**src/rtl/multiplicador_seq.sv**
```systemverilog
// Sequential unsigned shift-add multiplier answering the RAM controller's start/end handshake.
// It latches both operands, iterates one multiplier bit per clock and returns the product with a one-cycle done pulse.
module multiplicador_seq #(
    parameter int WIDTH = 8
) (
    input  logic                 clk_i,
    input  logic                 rst_i,
    input  logic                 start_i,
    input  logic [WIDTH-1:0]     a_i,
    input  logic [WIDTH-1:0]     b_i,
    output logic [2*WIDTH-1:0]   product_o,
    output logic                 end_mult_o,
    output logic                 busy_o,
    output logic [1:0]           state_o
);

    localparam int CW = $clog2(WIDTH + 1);
    localparam logic [CW-1:0] LAST_ITER = CW'(WIDTH - 1);

    typedef enum logic [1:0] {
        ST_MUL_IDLE = 2'd0,
        ST_MUL_LOAD = 2'd1,
        ST_MUL_CALC = 2'd2,
        ST_MUL_DONE = 2'd3
    } state_t;

    state_t                 state_reg;
    logic [2*WIDTH-1:0]     mcand_reg;
    logic [WIDTH-1:0]       mplier_reg;
    logic [2*WIDTH-1:0]     acc_reg;
    logic [CW-1:0]          cnt_reg;
    logic [2*WIDTH-1:0]     product_reg;
    logic                   end_mult_reg;
    logic [2*WIDTH-1:0]     acc_next;

    assign acc_next = mplier_reg[0] ? (acc_reg + mcand_reg) : acc_reg;

    always_ff @(posedge clk_i or negedge rst_i) begin
        if (!rst_i) begin
            state_reg    <= ST_MUL_IDLE;
            mcand_reg    <= '0;
            mplier_reg   <= '0;
            acc_reg      <= '0;
            cnt_reg      <= '0;
            product_reg  <= '0;
            end_mult_reg <= 1'b0;
        end else begin
            end_mult_reg <= 1'b0;
            case (state_reg)
                ST_MUL_IDLE: begin
                    if (start_i) begin
                        mcand_reg  <= {{WIDTH{1'b0}}, a_i};
                        mplier_reg <= b_i;
                        state_reg  <= ST_MUL_LOAD;
                    end
                end
                ST_MUL_LOAD: begin
                    acc_reg   <= '0;
                    cnt_reg   <= '0;
                    state_reg <= ST_MUL_CALC;
                end
                ST_MUL_CALC: begin
                    acc_reg    <= acc_next;
                    mcand_reg  <= mcand_reg << 1;
                    mplier_reg <= mplier_reg >> 1;
                    cnt_reg    <= cnt_reg + 1'b1;
                    // Fixed latency: always run all WIDTH iterations, even on a zero multiplier.
                    if (cnt_reg == LAST_ITER) begin
                        product_reg  <= acc_next;
                        end_mult_reg <= 1'b1;
                        state_reg    <= ST_MUL_DONE;
                    end
                end
                ST_MUL_DONE: begin
                    state_reg <= ST_MUL_IDLE;
                end
                default: begin
                    state_reg <= ST_MUL_IDLE;
                end
            endcase
        end
    end

    assign product_o  = product_reg;
    assign end_mult_o = end_mult_reg;
    assign busy_o     = (state_reg != ST_MUL_IDLE);
    assign state_o    = state_reg;

endmodule

```
**config.mk**
```make
export PLATFORM = sky130hd
export DESIGN_NAME = multiplicador_seq
export DESIGN_NICKNAME = d
export VERILOG_FILES = /design/src/rtl/multiplicador_seq.sv
export SDC_FILE = /design/constraint.sdc
export NUM_CORES = 1
export LEC_CHECK = 0
export ABC_AREA = 1
export BUFFER_PORTS_ARGS = -buffer_cell sky130_fd_sc_hd__clkbuf_2
export CORE_MARGIN = 1.5
export CORE_UTILIZATION = 30
export CTS_BUF_LIST = sky130_fd_sc_hd__clkbuf_4 sky130_fd_sc_hd__clkbuf_8 sky130_fd_sc_hd__clkbuf_16
export DETAILED_ROUTE_END_ITERATION = 8
export PLACE_DENSITY = 0.54
export SLEW_MARGIN = 20
export SYNTH_ARGS = -nofsm -noshare
export SYNTH_HDL_FRONTEND = slang
export SYNTH_SLANG_ARGS = --single-unit
```
**constraint.sdc**
```tcl
create_clock -name clk_i -period 2 [get_ports clk_i]
set_clock_uncertainty 0.1 [all_clocks]
set_input_delay 0.2 -clock clk_i [delete_from_list [all_inputs] [get_ports clk_i]]
set_output_delay 0.2 -clock clk_i [all_outputs]
set_load 0.1 [all_outputs]
```
==> results.json, run 1 <==
{
  "grt_start_max_net_pins": 31,
  "insertion_delay_ns": 0.34,
  "use_met1_pct": 20.5,
  "area_growth_pct": 23.1,
  "drc_errors": 0,
  "p_leak_uw": 0.00237,
  "start_util_pct": 30.8,
  "ys_seq_elements": 63,
  "cp_top_family": "simple AND/OR/NAND/NOR gates",
  "hold_viol": 0,
  "critical_path_buf_inv_count": 0,
  "vias": 3220,
  "yosysUniqueCellTypes": 37,
  "fin_util_pct": 37.9,
  "die_area_sq_mm": 0.0131,
  "min_path_type": "in -> reg",
  "core_area_sq_mm": 0.0121,
  "seq_area_sq_mm": 0.00158,
  "slowest_delay_ns": 0.38,
  "status": "complete, no violations",
  "synth_ff_type": "dfrtp_1",
  "worstSetupPathType": "reg -> reg",
  "cap_violations": 0,
  "syn_area_per_cell_sq_um": 7.63,
  "start_kind": "flop",
  "gp_congestion": 0.832,
  "multi_input_area_sq_mm": 0.00187,
  "dp_hpwl_mm": 6.69,
  "htreeDepth": 3,
  "post_drt_wl_per_cell_um": 12.6,
  "final_cell_mix": "162 x nand2_1, 61 x dfrtp_1, 49 x inv_1, 38 x nand3_1, 38 x clkbuf_2",
  "max_freq_ghz": 0.516,
  "portBuffers": 38,
  "worstMarginPinSlew_ns": 0.726,
  "worstPathRequired_ns": 2.13,
  "yosys_warnings": 0,
  "yosysSeqAreaShare_pct": 42.5,
  "die_w_um": 114,
  "root_buffer": "clkbuf_16",
  "dr.pass1.iters": 4,
  "vias_per_cell": 4.48,
  "grt_pass1_vias": 3157,
  "drive_gt1_share_pct": 23.1,
  "n_fill_cell": 1282,
  "mostFrequentLayoutCell": "nand2_1",
  "syn_nets": 525,
  "synth_enable_flop_cells": 0,
  "drv_slew": 0,
  "final_nets": 583,
  "cts_tree": "yes",
  "rows": 40,
  "drtAntennaViolNets": 0,
  "crit_chain": "ha_2 > fa_2 > nand2_2 > nand2_1 > nand3b_1 > nand2_2 > nand2_2 > nand2_1 > nand2_1 > nand3_2 > nand3_1 > nand2_1",
  "ios": 39,
  "top_usage_layer": "met2",
  "grt_pass1_wl_mm": 15.6,
  "clkSinkCount": 63,
  "syn_inst": 487,
  "crit_path_frequent_cell": "nand2_1",
  "cts.clk_slew.worst_paths_ns": 0.06,
  "antenna_found_initial": 0,
  "die_y_um": 114,
  "slowest_stage": "dfrtp_1",
  "max-slew-margin-rel_pct": 51.6,
  "crit_arrival_ns": 2.07,
  "fin_area_sq_mm": 0.00457,
  "cts_buffers": 9,
  "routed_wl_mm": 9.02,
  "netlist_area_sq_mm": 0.00371,
  "placed_cell_area_sq_mm": 0.00417,
  "gr-usage-met2_pct": 25.3,
  "ys_async_sr_fraction_pct": 100,
  "cts_buffer_depth": 2,
  "finalCriticalPeriod_ns": 1.94,
  "fin_crit_sh_pct": 96.9,
  "max-vdd-ir-drop_mv": 1.22,
  "setup_viol": 0,
  "cp_max_fo": 3,
  "power_density_mw_per_mm2": 1540,
  "antenna_cells": 0,
  "cp-end-kind": "flop",
  "drt-initial-drc-count": 99,
  "grt_overflow": 0,
  "grt_usage_pct": 15.6,
  "met3_usage_pct": 3.34
}
==> worst min-delay path, cell delays in order <==
cell,delay (ns)
clkbuf_2,0.08
nand2_1,0.05
a31oi_1,0.08
==> final cells by class <==
| class | instances | area share (%) |
|---|---|---|
| Clock buffer | 11 | 5.39 |
| Sequential cell | 63 | 34.6 |
| Clock inverter | 5 | 0.739 |
| Multi-Input combinational cell | 351 | 41.0 |
| Tap cell | 168 | 4.60 |
| Timing Repair Buffer | 63 | 8.87 |
| Inverter | 57 | 4.79 |
==> report_power, final <==
part           leakage (uW)  internal [uW]  switching (uW)
sequential         0.000824           1660             344
clock              0.000135            883             596
combinational       0.00141           1250            2310
total               0.00237           3790            3250
==> kinds of logic (layout without fill, tap and decap cells) <==
| logic type | count (synthesis) | count (layout) | share of synthesized area, % |
|---|---|---|---|
| compound gates | 57 | 57 | 8.96 |
| fa+ha+maj | 19 | 19 | 6.60 |
| buf+inv | 73 | 136 | 8.25 |
| simple gates | 269 | 269 | 32.3 |
| mux | 1 | 1 | 0.270 |
| xor+xnor | 5 | 5 | 1.18 |
| flops | 63 | 63 | 42.5 |
==> final timing paths <==
| kind | slack, ns | to | depth (start not counted) | startpoint |
|---|---|---|---|---|
| setup / recovery | 0.06 | product_o[14]$_DFFE_PN0P_ | 12 | acc_reg[0]$_DFFE_PN0P_ |
| hold / removal | 0.009 | mplier_reg[4]$_DFFE_PN0P_ | 3 | b_i[4] |
| setup reg to reg | 0.06 | product_o[14]$_DFFE_PN0P_ | 12 | acc_reg[0]$_DFFE_PN0P_ |
| hold reg to reg | 0.37 | product_o[1]$_DFFE_PN0P_ | 2 | product_o[1]$_DFFE_PN0P_ |
| max in group asynchronous | 0.80 | mcand_reg[15]$_DFFE_PN0P_ | 3 | rst_i |
| min in group asynchronous | 0.36 | product_o[5]$_DFFE_PN0P_ | 2 | rst_i |
==> synth_stat cells (2+ instances only) <==
master      n  area [sq um]
ha_1       18           225
inv_1      49           184
or2_2       8          50.1
a21oi_1    10          50.1
nand3_1    38           190
nor3_2      3          30.0
clkbuf_1    2          7.51
nor2_4      2          22.5
inv_2       8          30.0
nor2_1     30           113
buf_2       8          40.0
buf_4       4          30.0
nand4_1     2          12.5
o31ai_1     4          30.0
a31oi_1    14          87.6
xnor2_1     2          17.5
o21ai_1    14          70.1
nand3b_1    2          15.0
nand2_1   165           619
nand3_2     6          60.1
o22ai_1     2          12.5
dfrtp_1    63          1580
nand2_2     8          50.1
o21ai_0    10          50.1
xor2_1      3          26.3
==> timing repair <==
item,in CTS,in global routing
setup endpoints to repair,2,16
buffers inserted,0,3
resized for setup,2,10
pin swaps,1,4
hold buffers,6,0
hold endpoints to repair,27,0
==> stage by stage <==
step / setup WS, ns / power [uW] / std cells / TNS, ns / hold WS, ns
finish: 0.0621 / 7040 / 718 / 0 / 0.00930
global route: -0.00578 / 7670 / 718 / -0.00578 / 0.0131
CTS: 0.0205 / 7060 / 715 / 0 / 0.00106
detailed placement: -0.0127 / 5520 / 693 / -0.0224 / 0.210
global placement: 0.0376 / 5480 / 693 / 0 / 0.213
floorplan: 0.0379 / 4630 / 487 / 0 / -0.196
==> layer usage <==
layer / part of all wire (%) / up-vias / wire (um)
met5: 0 / - / 0
met4: 1.7 / 0 / 153
met3: 3.4 / 13 / 310
met2: 46 / 54 / 4140
met1: 49 / 1474 / 4420
li1: - / 1679 / -
Power figures use the tool's default switching activity.
==> run 2, diff against run 1 <==
--- a/config.mk
+++ b/config.mk
@@ -5,7 +5,6 @@
 export SDC_FILE = /design/constraint.sdc
 export NUM_CORES = 1
 export LEC_CHECK = 0
-export ABC_AREA = 1
 export BUFFER_PORTS_ARGS = -buffer_cell sky130_fd_sc_hd__clkbuf_2
 export CORE_MARGIN = 1.5
 export CORE_UTILIZATION = 30
==> run 2 against run 1 <==
  * The run now ends with setup timing left
  * Critical endpoint is now acc_reg[12]$_DFFE_PN0P_
  * First-iteration DRC count grew 10%
  * Highest routed layer unchanged
  * Critical path depth down 2
  * Sequential power down 2%
  * Count of clock-buffer cells in the layout down 1
  * Worst setup slack got worse by 0.50 ns
==> results.json, run 2 <==
{
  "syn_inst": 403,
  "synthXorXnorAreaFrac_pct": 2.89,
  "syn_nets": 441,
  "routed_wl_mm": 9.89,
  "final_cell_mix": "77 x buf_4, 61 x dfrtp_1, 49 x nand2_1, 38 x clkbuf_2, 37 x o21ai_0",
  "dr.pass1.iters": 4,
  "synth_area_leader_cell": "dfrtp_1",
  "cp_max_fo": 3,
  "grt_usage_pct": 16.5,
  "max-vdd-ir-drop_mv": 0.670,
  "antenna_cells": 0,
  "status": "complete, but fails checks",
  "synth_common_cells": "63 x dfrtp_1, 51 x o21ai_0, 50 x nand2_1",
  "core_area_sq_mm": 0.0119,
  "failed_checks": "setup timing",
  "ys_seq_elements": 63,
  "worstMarginPinSlew_ns": 0.548,
  "fin_crit_sh_pct": 122,
  "finalPower_uw": 7900,
  "max_freq_ghz": 0.410,
  "finalWorstSetupSlack_ns": -0.438,
  "synth_top_family_by_area": "compound AO/OA/AOI/OAI gates",
  "cts_buffers": 9,
  "cap_violations": 0,
  "synth.most_common_cell": "dfrtp_1",
  "portBuffers": 38,
  "root_buffer": "clkbuf_16",
  "crit_arrival_ns": 2.55,
  "netlist_area_sq_mm": 0.00364,
  "insertion_delay_ns": 0.34,
  "antenna_found_initial": 0,
  "cts.clk_slew.worst_paths_ns": 0.06,
  "drive_gt1_share_pct": 37.1,
  "gp_congestion": 0.851,
  "clkSinkCount": 63,
  "cts_buffer_depth": 2,
  "yosys.area_share.adder_pct": 6.73,
  "post-place-ws_ns": -0.537,
  "cts_tree": "yes",
  "start_kind": "flop",
  "r2r_setup_slack_ns": -0.44,
  "die_area_sq_mm": 0.0128,
  "worstSetupPathType": "reg -> reg",
  "p_leak_uw": 0.00243,
  "grt_pass1_wl_mm": 16.7,
  "rsz0062_at_grt": "true",
  "yosys_warnings": 0,
  "grt_overflow": 0,
  "area_growth_pct": 43.4,
  "vias": 3301,
  "grt_start_max_net_pins": 33,
  "mostFrequentLayoutCell": "buf_4",
  "cp-end-kind": "flop",
  "synth_ff_type": "dfrtp_1",
  "post_drt_wl_per_cell_um": 14.9,
  "yosysUniqueCellTypes": 45,
  "start_util_pct": 30.6,
  "hold_viol": 0,
  "ios": 39,
  "r2r_cells": 10,
  "synth_top_cell_area_share_pct": 43.3,
  "drv_slew": 0,
  "muxShareOfSynthArea_pct": 7.42,
  "syn_area_per_cell_sq_um": 9.04,
  "worstPathRequired_ns": 2.11,
  "die_y_um": 113,
  "yosys.area_share.simple_pct": 13.1,
  "synth_compound_area_share_pct": 21.6,
  "grt_pass1_vias": 3447,
  "synth_enable_flop_cells": 0,
  "yosysSeqAreaShare_pct": 43.3,
  "drt-initial-drc-count": 109,
  "synth_area_leaders": "dfrtp_1 43%, mux2i_1 7.4%, o21ai_0 7.0%, ha_1 6.2%, nand2_1 5.2%",
  "drc_errors": 0,
  "finalCriticalPeriod_ns": 2.44,
  "totalNegativeSetupSlack_ns": -5.20,
  "power_density_mw_per_mm2": 1510,
  "ys_async_sr_fraction_pct": 100,
  "drtAntennaViolNets": 0,
  "vias_per_cell": 4.96,
  "n_fill_cell": 1171,
  "multi_input_area_sq_mm": 0.00223,
  "setup_viol": 20,
  "dp_hpwl_mm": 7.13,
  "seq_area_sq_mm": 0.00158,
  "rows": 40,
  "min_path_cells": 3,
  "final_nets": 551,
  "htreeDepth": 3,
  "min_path_type": "in -> reg",
  "max-slew-margin-rel_pct": 63.6,
  "die_w_um": 113
}
-- run 2: critical path: stages (launching register included) --
cell,delay [ns]
dfrtp_1,0.38
ha_2,0.20
fa_2,0.34
a21o_2,0.22
a311oi_2,0.27
nor2_2,0.11
buf_4,0.17
a21oi_4,0.14
xnor2_2,0.11
a21oi_1,0.17
o22ai_1,0.12
-- run 2: per-stage QoR --
step,cells,hold slack (ns),area (sq um),utilization [%]
2_1_floorplan,403,-0.196,3740,-
3_3_place_gp,641,0.0524,4590,38.5
3_5_place_dp,641,0.0617,4590,38.5
4_1_cts,664,0.0482,5080,42.7
5_1_grt,665,0.0761,5220,43.8
6_report,665,0.0498,5220,43.8
-- run 2: logic make-up after synthesis --
| family | count (synthesis) |
|---|---|
| AO/OA/AOI/OAI | 131 |
| AND/OR/NAND/NOR | 104 |
| flip-flops | 63 |
| buffers and inverters | 47 |
| multiplexers | 27 |
| adder cells (fa/ha/maj) | 19 |
| XOR/XNOR | 12 |
-- run 2: cell type report --
class                   instances  area share (%)
flip-flops and latches         63            30.3
well taps                     147            3.52
clock buffers                  10            4.46
repair buffers                122            16.3
inverters                      24            1.89
clock inverters                 6           0.719
multi-input cells             293            42.8
-- run 2: path summary, 6_finish.rpt --
path | from | to
min in group asynchronous | rst_i | mplier_reg[1]$_DFFE_PN0P_
hold reg to reg | product_o[11]$_DFFE_PN0P_ | product_o[11]$_DFFE_PN0P_
hold / removal | a_i[4] | mcand_reg[4]$_DFFE_PN0P_
max in group asynchronous | rst_i | product_o[12]$_DFFE_PN0P_
setup reg to reg | acc_reg[0]$_DFFE_PN0P_ | acc_reg[12]$_DFFE_PN0P_
setup / recovery | acc_reg[0]$_DFFE_PN0P_ | acc_reg[12]$_DFFE_PN0P_
-- run 2: repair_timing --
item,4_1_cts,5_1_grt
endpoints found under the hold margin,15,0
hold buffers,3,0
gates resized for setup,36,18
pin swaps,11,8
setup endpoints to repair,24,25
buffers inserted,4,1
-- run 2: per-layer routing --
layer	GRT usage (%)	part of all wire, %	wire length [um]
met2	27.8	50	4920
met3	3.86	3.0	301
met5	0	0	0
met4	5.75	2.1	207
met1	20.7	45	4460
-- run 2: report_power, final --
part           total (uW)  switching, uW  internal [uW]
clock network        1450            606            845
logic                4490           2480           2010
registers            1960            321           1640
total                7900           3400           4500
==> run 3, diff against run 2 <==
--- a/config.mk
+++ b/config.mk
@@ -10,6 +10,7 @@
 export CORE_UTILIZATION = 30
 export CTS_BUF_LIST = sky130_fd_sc_hd__clkbuf_4 sky130_fd_sc_hd__clkbuf_8 sky130_fd_sc_hd__clkbuf_16
 export DETAILED_ROUTE_END_ITERATION = 8
+export MAX_ROUTING_LAYER = met4
 export PLACE_DENSITY = 0.54
 export SLEW_MARGIN = 20
 export SYNTH_ARGS = -nofsm -noshare
==> run 3 against run 2 <==
  * Wire length rose by 1.1%
  * Fmax fell by 0.72%
  * Clock power rose by 19%
  * The flow still finishes with violations (setup timing)
  * Cell count rose by 0.90%
  * Largest power group unchanged
  * Highest routed layer unchanged
  * Core utilization rose by 0.74 points
==> results.json, run 3 (synthesis gave the netlist of run 2 again) <==
{
  "cp_max_fo": 2,
  "portBuffers": 38,
  "drt-initial-drc-count": 115,
  "clock_power_share_pct": 20.5,
  "root_buffer": "clkbuf_16",
  "htreeDepth": 3,
  "post_drt_wl_per_cell_um": 14.9,
  "clkSinkCount": 63,
  "antenna_found_initial": 0,
  "rsz0062_at_grt": "true",
  "final_nets": 557,
  "worstPathRequired_ns": 2.12,
  "rows": 40,
  "worstMarginPinSlew_ns": 0.551,
  "die_area_sq_mm": 0.0128,
  "max_freq_ghz": 0.407,
  "ios": 39,
  "status": "complete, but fails checks",
  "fin_util_pct": 44.6,
  "grt_pass1_vias": 3480,
  "drc_errors": 0,
  "cp-end-kind": "flop",
  "cts_tree": "yes",
  "die_y_um": 113,
  "drive_gt1_share_pct": 38.0,
  "dr.pass1.iters": 4,
  "cts_buffer_depth": 2,
  "max-slew-margin-rel_pct": 63.4,
  "p_seq_share_pct": 23.6,
  "vias": 3381,
  "insertion_delay_ns": 0.34,
  "setup_viol": 22,
  "core_area_sq_mm": 0.0119,
  "finalWorstSetupSlack_ns": -0.456,
  "gp_congestion": 0.839,
  "dp_cells": 645,
  "p_sw_share_pct": 41.8,
  "drv_slew": 0,
  "p_sw_uw": 3490,
  "routed_wl_mm": 10.0,
  "finalCriticalPeriod_ns": 2.46,
  "power_density_mw_per_mm2": 1570,
  "max-vdd-ir-drop_mv": 0.685,
  "drtAntennaViolNets": 0,
  "crit_arrival_ns": 2.57,
  "final_cell_mix": "81 x buf_4, 60 x dfrtp_1, 47 x nand2_1, 39 x o21ai_0, 38 x clkbuf_2",
  "n_fill_cell": 1174,
  "worstSetupPathType": "reg -> reg",
  "grt_usage_pct": 16.9,
  "hold_viol": 0,
  "dp_hpwl_mm": 7.15,
  "cts_buffers": 9,
  "area_growth_pct": 45.8,
  "p_int_uw": 4860,
  "grt_overflow": 0,
  "die_w_um": 113,
  "vias_per_cell": 5.04,
  "fin_crit_sh_pct": 123,
  "cts.clk_slew.worst_paths_ns": 0.06,
  "failed_checks": "setup timing",
  "min_path_type": "in -> reg",
  "start_util_pct": 30.6,
  "final_cells": 671,
  "start_kind": "flop",
  "antenna_cells": 0,
  "totalNegativeSetupSlack_ns": -5.62,
  "cap_violations": 0,
  "pwr-share-comb_pct": 55.9,
  "p_leak_uw": 0.00248,
  "grt_pass1_wl_mm": 16.5,
  "grt_start_max_net_pins": 33,
  "mostFrequentLayoutCell": "buf_4"
}
==> run 3: cell count changes in the layout (fill, tap and decap cells not counted), moves of 2 or more <==
cell and change:
buf_4 +4, buf_6 +4, o21ai_1 -3, a21oi_2 -2, bufinv_16 +2, clkinv_2 -2, clkinv_4 +2, nand2_1 -2
nand2_2 +2, o21ai_0 +2, xnor2_1 +2
==> run 3: what timing repair did <==
action,in CTS,in global routing
setup buffers,3,5
hold endpoints to repair,13,0
hold buffers,2,0
pin swaps,11,18
setup endpoints to repair,24,25
resized for setup,27,30
==> run 3: final cells by class <==
type,instances,area [sq um],share of cell area (%)
Clock buffer,9,225,4.24
Tap cell,147,184,3.46
Inverter,24,98.8,1.86
Multi-Input combinational cell,293,2220,41.8
Clock inverter,7,97.6,1.84
Timing Repair Buffer,128,897,16.9
Sequential cell,63,1590,29.9
==> run 3: layer usage <==
layer  vias to the layer above  global-route usage [%]  wire [um]
met5                         -                       -          0
met4                         0                    8.17        284
met3                        20                    4.28        439
met2                        69                    27.5       4920
met1                      1628                    19.7       4360
li1                       1664                       -          -
==> run 3: power by group through the flow <==
stage	registers (uW)	logic [uW]	clock network, uW
2_1_floorplan	2040	2360	0
3_3_place_gp	1940	3950	0
3_5_place_dp	1960	4040	0
4_1_cts	1960	4270	1740
5_1_grt	2020	5110	1800
6_report	1970	4670	1720
==> run 3: worst max-delay path: stages (launching register included) <==
cell	delay (ns)
dfrtp_1	0.38
ha_2	0.20
fa_2	0.35
a21o_4	0.22
a311oi_2	0.27
nor2_2	0.10
a221oi_4	0.32
xnor2_1	0.13
a21oi_1	0.19
o21ai_1	0.08
==> run 3: final timing paths <==
| path | slack (ns) | to | cells past startpoint | from |
|---|---|---|---|---|
| max | -0.46 | product_o[10]$_DFFE_PN0P_ | 9 | acc_reg[0]$_DFFE_PN0P_ |
| min | 0.01 | mplier_reg[7]$_DFFE_PN0P_ | 3 | b_i[7] |
| max reg2reg | -0.46 | product_o[10]$_DFFE_PN0P_ | 9 | acc_reg[0]$_DFFE_PN0P_ |
| min reg2reg | 0.37 | product_o[11]$_DFFE_PN0P_ | 2 | product_o[11]$_DFFE_PN0P_ |
| max in group asynchronous | 0.85 | product_o[14]$_DFFE_PN0P_ | 4 | rst_i |
| min in group asynchronous | 0.22 | acc_reg[2]$_DFFE_PN0P_ | 2 | rst_i |
==> run 3: stage by stage <==
| step | hold slack, ns | worst slack (ns) | instance area, sq um | power [uW] |
|---|---|---|---|---|
| global placement | 0.0431 | -0.471 | 4610 | 5890 |
| global route | 0.0579 | -0.558 | 5310 | 8930 |
| floorplan | -0.196 | -0.322 | 3740 | 4400 |
| CTS | 0.00659 | -0.420 | 5110 | 7980 |
| finish | 0.0122 | -0.456 | 5310 | 8360 |
| detailed placement | 0.0449 | -0.508 | 4610 | 6000 |
